File: src/rtl/controle_turno.sv
// Turn sequencer for the two-player naval game: takes a shot, reads the opponent's
// board word, clears a hit cell, runs the piece counter and decides winner/turn.
module controle_turno #(
    parameter int ADDR_W      = 5,
    parameter int ULTIMO_ADDR = 11,
    parameter int CEL_LSB     = 3,
    parameter int CEL_MSB     = 42
) (
    input  logic              clk,
    input  logic              reset,
    input  logic              start,
    input  logic              tiro_valido,
    input  logic [ADDR_W-1:0] tiro_addr,
    input  logic [5:0]        tiro_bit,
    output logic              tiro_aceito,
    output logic              mem_sel,
    output logic [ADDR_W-1:0] mem_addr,
    input  logic [63:0]       mem_rdata,
    output logic              mem_we,
    output logic [63:0]       mem_wdata,
    output logic              cont_enable,
    input  logic              cont_ready,
    input  logic [3:0]        qtd_P1,
    input  logic [3:0]        qtd_P2,
    output logic              jogador,
    output logic              acertou,
    output logic              fim_jogo,
    output logic              vencedor
);

    typedef enum logic [2:0] {
        OCIOSO, ESPERA_TIRO, LE, VERIFICA, ESCREVE, CONTA, DECIDE, FIM
    } estado_t;

    estado_t           estado_q, estado_d;
    logic [ADDR_W-1:0] addr_q, addr_d;
    logic [5:0]        bit_q, bit_d;
    logic [63:0]       wdata_q, wdata_d;
    logic              we_q, we_d;
    logic              cont_q, cont_d;
    logic              aceito_q, aceito_d;
    logic              jog_q, jog_d;
    logic              acertou_q, acertou_d;
    logic              fim_q, fim_d;
    logic              venc_q, venc_d;

    logic              tiro_ok;
    logic [3:0]        qtd_oponente;

    assign tiro_ok = (tiro_addr <= ADDR_W'(ULTIMO_ADDR)) &&
                     (tiro_bit >= 6'(CEL_LSB)) && (tiro_bit <= 6'(CEL_MSB));
    assign qtd_oponente = jog_q ? qtd_P1 : qtd_P2;

    always_comb begin
        estado_d  = estado_q;
        addr_d    = addr_q;
        bit_d     = bit_q;
        wdata_d   = wdata_q;
        we_d      = 1'b0;
        cont_d    = cont_q;
        aceito_d  = 1'b0;
        jog_d     = jog_q;
        acertou_d = acertou_q;
        fim_d     = fim_q;
        venc_d    = venc_q;
        case (estado_q)
            OCIOSO: begin
                if (start) begin
                    jog_d    = 1'b0;
                    estado_d = ESPERA_TIRO;
                end
            end
            ESPERA_TIRO: begin
                if (tiro_valido && tiro_ok) begin
                    addr_d   = tiro_addr;
                    bit_d    = tiro_bit;
                    aceito_d = 1'b1;
                    estado_d = LE;
                end
            end
            LE: estado_d = VERIFICA;
            VERIFICA: begin
                // A cell already cleared reads as 0, so a re-fire is just a miss
                if (mem_rdata[bit_q]) begin
                    acertou_d = 1'b1;
                    wdata_d   = mem_rdata & ~(64'd1 << bit_q);
                    we_d      = 1'b1;
                    estado_d  = ESCREVE;
                end else begin
                    acertou_d = 1'b0;
                    cont_d    = 1'b1;
                    estado_d  = CONTA;
                end
            end
            ESCREVE: begin
                cont_d   = 1'b1;
                estado_d = CONTA;
            end
            CONTA: begin
                // Dropping enable here guarantees a low cycle (DECIDE) before the next scan
                if (cont_ready) begin
                    cont_d   = 1'b0;
                    estado_d = DECIDE;
                end
            end
            DECIDE: begin
                if (qtd_oponente == 4'd0) begin
                    fim_d    = 1'b1;
                    venc_d   = jog_q;
                    estado_d = FIM;
                end else begin
                    if (!acertou_q) jog_d = ~jog_q;
                    estado_d = ESPERA_TIRO;
                end
            end
            FIM: begin
                if (start) begin
                    fim_d    = 1'b0;
                    jog_d    = 1'b0;
                    estado_d = ESPERA_TIRO;
                end
            end
            default: estado_d = OCIOSO;
        endcase
    end

    always_ff @(posedge clk) begin
        if (reset) begin
            estado_q  <= OCIOSO;
            addr_q    <= '0;
            bit_q     <= '0;
            wdata_q   <= '0;
            we_q      <= 1'b0;
            cont_q    <= 1'b0;
            aceito_q  <= 1'b0;
            jog_q     <= 1'b0;
            acertou_q <= 1'b0;
            fim_q     <= 1'b0;
            venc_q    <= 1'b0;
        end else begin
            estado_q  <= estado_d;
            addr_q    <= addr_d;
            bit_q     <= bit_d;
            wdata_q   <= wdata_d;
            we_q      <= we_d;
            cont_q    <= cont_d;
            aceito_q  <= aceito_d;
            jog_q     <= jog_d;
            acertou_q <= acertou_d;
            fim_q     <= fim_d;
            venc_q    <= venc_d;
        end
    end

    assign tiro_aceito = aceito_q;
    assign mem_sel     = ~jog_q;
    assign mem_addr    = addr_q;
    assign mem_we      = we_q;
    assign mem_wdata   = wdata_q;
    assign cont_enable = cont_q;
    assign jogador     = jog_q;
    assign acertou     = acertou_q;
    assign fim_jogo    = fim_q;
    assign vencedor    = venc_q;

endmodule

File: config.mk
export PLATFORM = sky130hd
export DESIGN_NAME = controle_turno
export DESIGN_NICKNAME = d
export VERILOG_FILES = /design/src/rtl/controle_turno.sv
export SDC_FILE = /design/constraint.sdc
export NUM_CORES = 1
export LEC_CHECK = 0
export CAP_MARGIN = 20
export CORE_UTILIZATION = 40
export DETAILED_ROUTE_END_ITERATION = 16
export PLACE_DENSITY = 0.73
export SYNTH_ARGS = -nofsm -noshare
export SYNTH_HDL_FRONTEND = slang
export SYNTH_SLANG_ARGS = --single-unit
File: constraint.sdc
create_clock -name clk -period 2.25 [get_ports clk]
set_input_delay 0.45 -clock clk [delete_from_list [all_inputs] [get_ports clk]]
set_output_delay 0.45 -clock clk [all_outputs]
set_load 0.01 [all_outputs]
==> metrics.txt <==
Via-to-Cell Ratio 5.70; TNS Setup -2.70 ns; GRT overflow 0; clk slew on worst S/H paths 0.06 ns; FF+latch count, synth 85; Die Width 117 um; mapped cell area 0.00527 mm^2; Longest Clk Path Bufs 2; cell family with most CP delay multiplexers; Die Ht 117 um; wire length of the first global-routing pass 28300 um; Avg WL per Cell 19.6 um; LEAKAGE 2.81 nW; number of nets in the finished design 880; Max Cap Violations 0; Finished Cell Area 0.00784 mm^2; CTS H-tree depth 3; total power 3.60 mW; commonest non-fill, non-tap cells in the layout 154 x clkdlybuf4s50_1, 83 x dfxtp_1, 69 x o21ai_0, 61 x nand3_1, 52 x nand2_1; RSZ-0062 raised after global routing true; largest net degree at the start of global routing 85; Gate Count Post-Synth 608; VDD IR max 334 uV; crit-path cells clkdlybuf4s50_1 -> mux4_2 -> mux2_2 -> nand3b_1 -> a32o_2 -> a21oi_4 -> buf_12 -> o32ai_2; WP data arrival 2.59 ns; clock root buffer clkbuf_16; core area 0.0127 mm^2; relative slew slack 66.4%; DRT iter0 DRCs 549; Worst Hold Class flop to flop; syn_nets 696; CTS tree yes; status complete, but fails checks; # DRC 0; critical path's slowest cell mux4_2; number of clock sinks 85; total CTS buffers 9; buffers and inverters on the worst path 2; WL final 19000 um; failing checks setup timing; ANT cells 0; fin util 61.7%; Max Fclk 425 MHz; Primary FF master, synth dfxtp_1; Area growth, synth to finish 48.8%; RePlAce Congestion 0.876; vias in the first global route 5294; final setup vio count 49; via count 5523; kind of start point of the critical path primary input; ratio of final minimum period to clock period 105%; layout cell share with drive strength beyond 1 21.5%; footprint of the multi-input gates 0.00316 mm^2; hold_sp vencedor; Worst Setup SP mem_rdata[39]; worst skew pair latency 0.34 ns; Crit. End Element flop; Clock Skew 0.00584 ns; Async SR Flop Fraction 0%; Fin. Hold Viols 0; Mapped Avg Cell Area 8.67 um^2; Routed Antenna Nets 0; register area 0.00171 mm^2; initial antenna violation count 0; max-slew violations 0; Post-synth EDFFs 0; kind of critical path primary input to flop; row cnt 41; Yosys cell types 50; drt pass-1 iters 7; Post-DP Area 0.00725 mm^2; PwrDens 459 mW/mm^2; Initial Util 41.4%; Fill cells 1087; Tmin final 2.35 ns; Total Routing Usage GR 27.4%; Reg2Reg Launch Point bit_q[0]; critical path's largest stage delay 0.49 ns; PortBufs 164; critical path peak fanout 18; # hold bufs at CTS 0; I/O pin count 165; Syn. warnings 0; CP required 2.49 ns; sequential cell area fraction in the yosys report 32.3%; most common cell after layout, fill and taps aside clkdlybuf4s50_1; DIE AREA 0.0136 mm^2; HPWL Detailed 13600 um; worst setup margin -0.104 ns; Slew @ Worst Pin 0.503 ns
## registers in the layout, indices dropped and copies added, names as in the netlist
name,flops
mem_we,1
fim_jogo,1
cont_enable,1
vencedor,1
estado_q,3
acertou,1
mem_wdata,64
bit_q,6
mem_addr,5
tiro_aceito,1
jogador,1
## tightest hold or removal path, stage by stage, from the launching register on
cell,delay [ns]
dfxtp_1,0.33
a21oi_1,0.06
nor2_1,0.07
## where the power goes
| group | internal, mW | leakage, nW | total, mW | switching, mW |
|---|---|---|---|---|
| combinational | 0.296 | 1.98 | 0.574 | 0.278 |
| sequential | 1.52 | 0.687 | 1.54 | 0.0198 |
| clock | 0.859 | 0.138 | 1.49 | 0.630 |
## per-stage QoR
| stage | hold WS, ns | instances | setup slack (ns) |
|---|---|---|---|
| 4_1_cts | 0.489 | 966 | -0.0229 |
| 5_1_grt | 0.510 | 969 | -0.124 |
| 2_1_floorplan | 0.499 | 608 | 0.113 |
| 3_3_place_gp | 0.468 | 942 | -0.410 |
| 6_report | 0.491 | 969 | -0.104 |
| 3_5_place_dp | 0.471 | 942 | -0.458 |
## repair_timing
action,4_1_cts,5_1_grt
gates cloned,3,2
setup endpoints to repair,66,67
pin swaps,15,9
gates resized for setup,28,17
buffers inserted,5,1
endpoints found under the hold margin,0,0
## final timing paths
| check | slack, ns | cells after the start | to |
|---|---|---|---|
| worst max-delay path | -0.10 | 8 | mem_wdata[53] |
| worst min-delay path | 0.49 | 2 | vencedor |
| worst max register to register | -0.07 | 8 | mem_wdata[53] |
| worst min register to register | 0.49 | 2 | vencedor |
## area by class of cell
| type | instances | area share (%) |
|---|---|---|
| Clock inverter | 6 | 0.814 |
| Timing Repair Buffer | 227 | 29.4 |
| Tap cell | 172 | 2.74 |
| Inverter | 42 | 2.01 |
| Sequential cell | 85 | 21.8 |
| Clock buffer | 10 | 2.92 |
| Multi-Input combinational cell | 427 | 40.3 |
## cell usage after synthesis, drive strengths merged (3+ instances only)
cell type / number / area share, %
a21o: 4 / 0.71
a21oi: 13 / 1.5
a22oi: 31 / 5.5
a31oi: 3 / 0.36
buf: 28 / 5.3
clkbuf: 27 / 1.9
dfxtp: 85 / 32
inv: 42 / 3.0
mux2i: 19 / 3.6
mux4: 12 / 5.5
nand2: 53 / 3.8
nand2b: 5 / 0.59
nand3: 62 / 5.9
nor2: 51 / 3.6
nor2b: 33 / 3.9
nor3: 5 / 0.47
o21ai: 70 / 6.7
o32ai: 36 / 10
or2: 5 / 0.59
or3: 3 / 0.36
## cells by family after synthesis
group / count (synthesis) / synth area share, %
AO/OA/AOI/OAI: 166 / 27.0
multiplexers: 33 / 9.52
flip-flops: 85 / 32.3
AND/OR/NAND/NOR: 227 / 21.0
buffers and inverters: 97 / 10.3
## metal layers
layer	vias up	wire length (um)	GRT usage (%)
li1	2561	-	-
met1	2668	8350	36.7
met2	266	8960	45.8
met3	28	1270	3.40
met4	0	378	9.03
met5	-	0	0
Note: power is estimated with default switching activity, not from simulation.
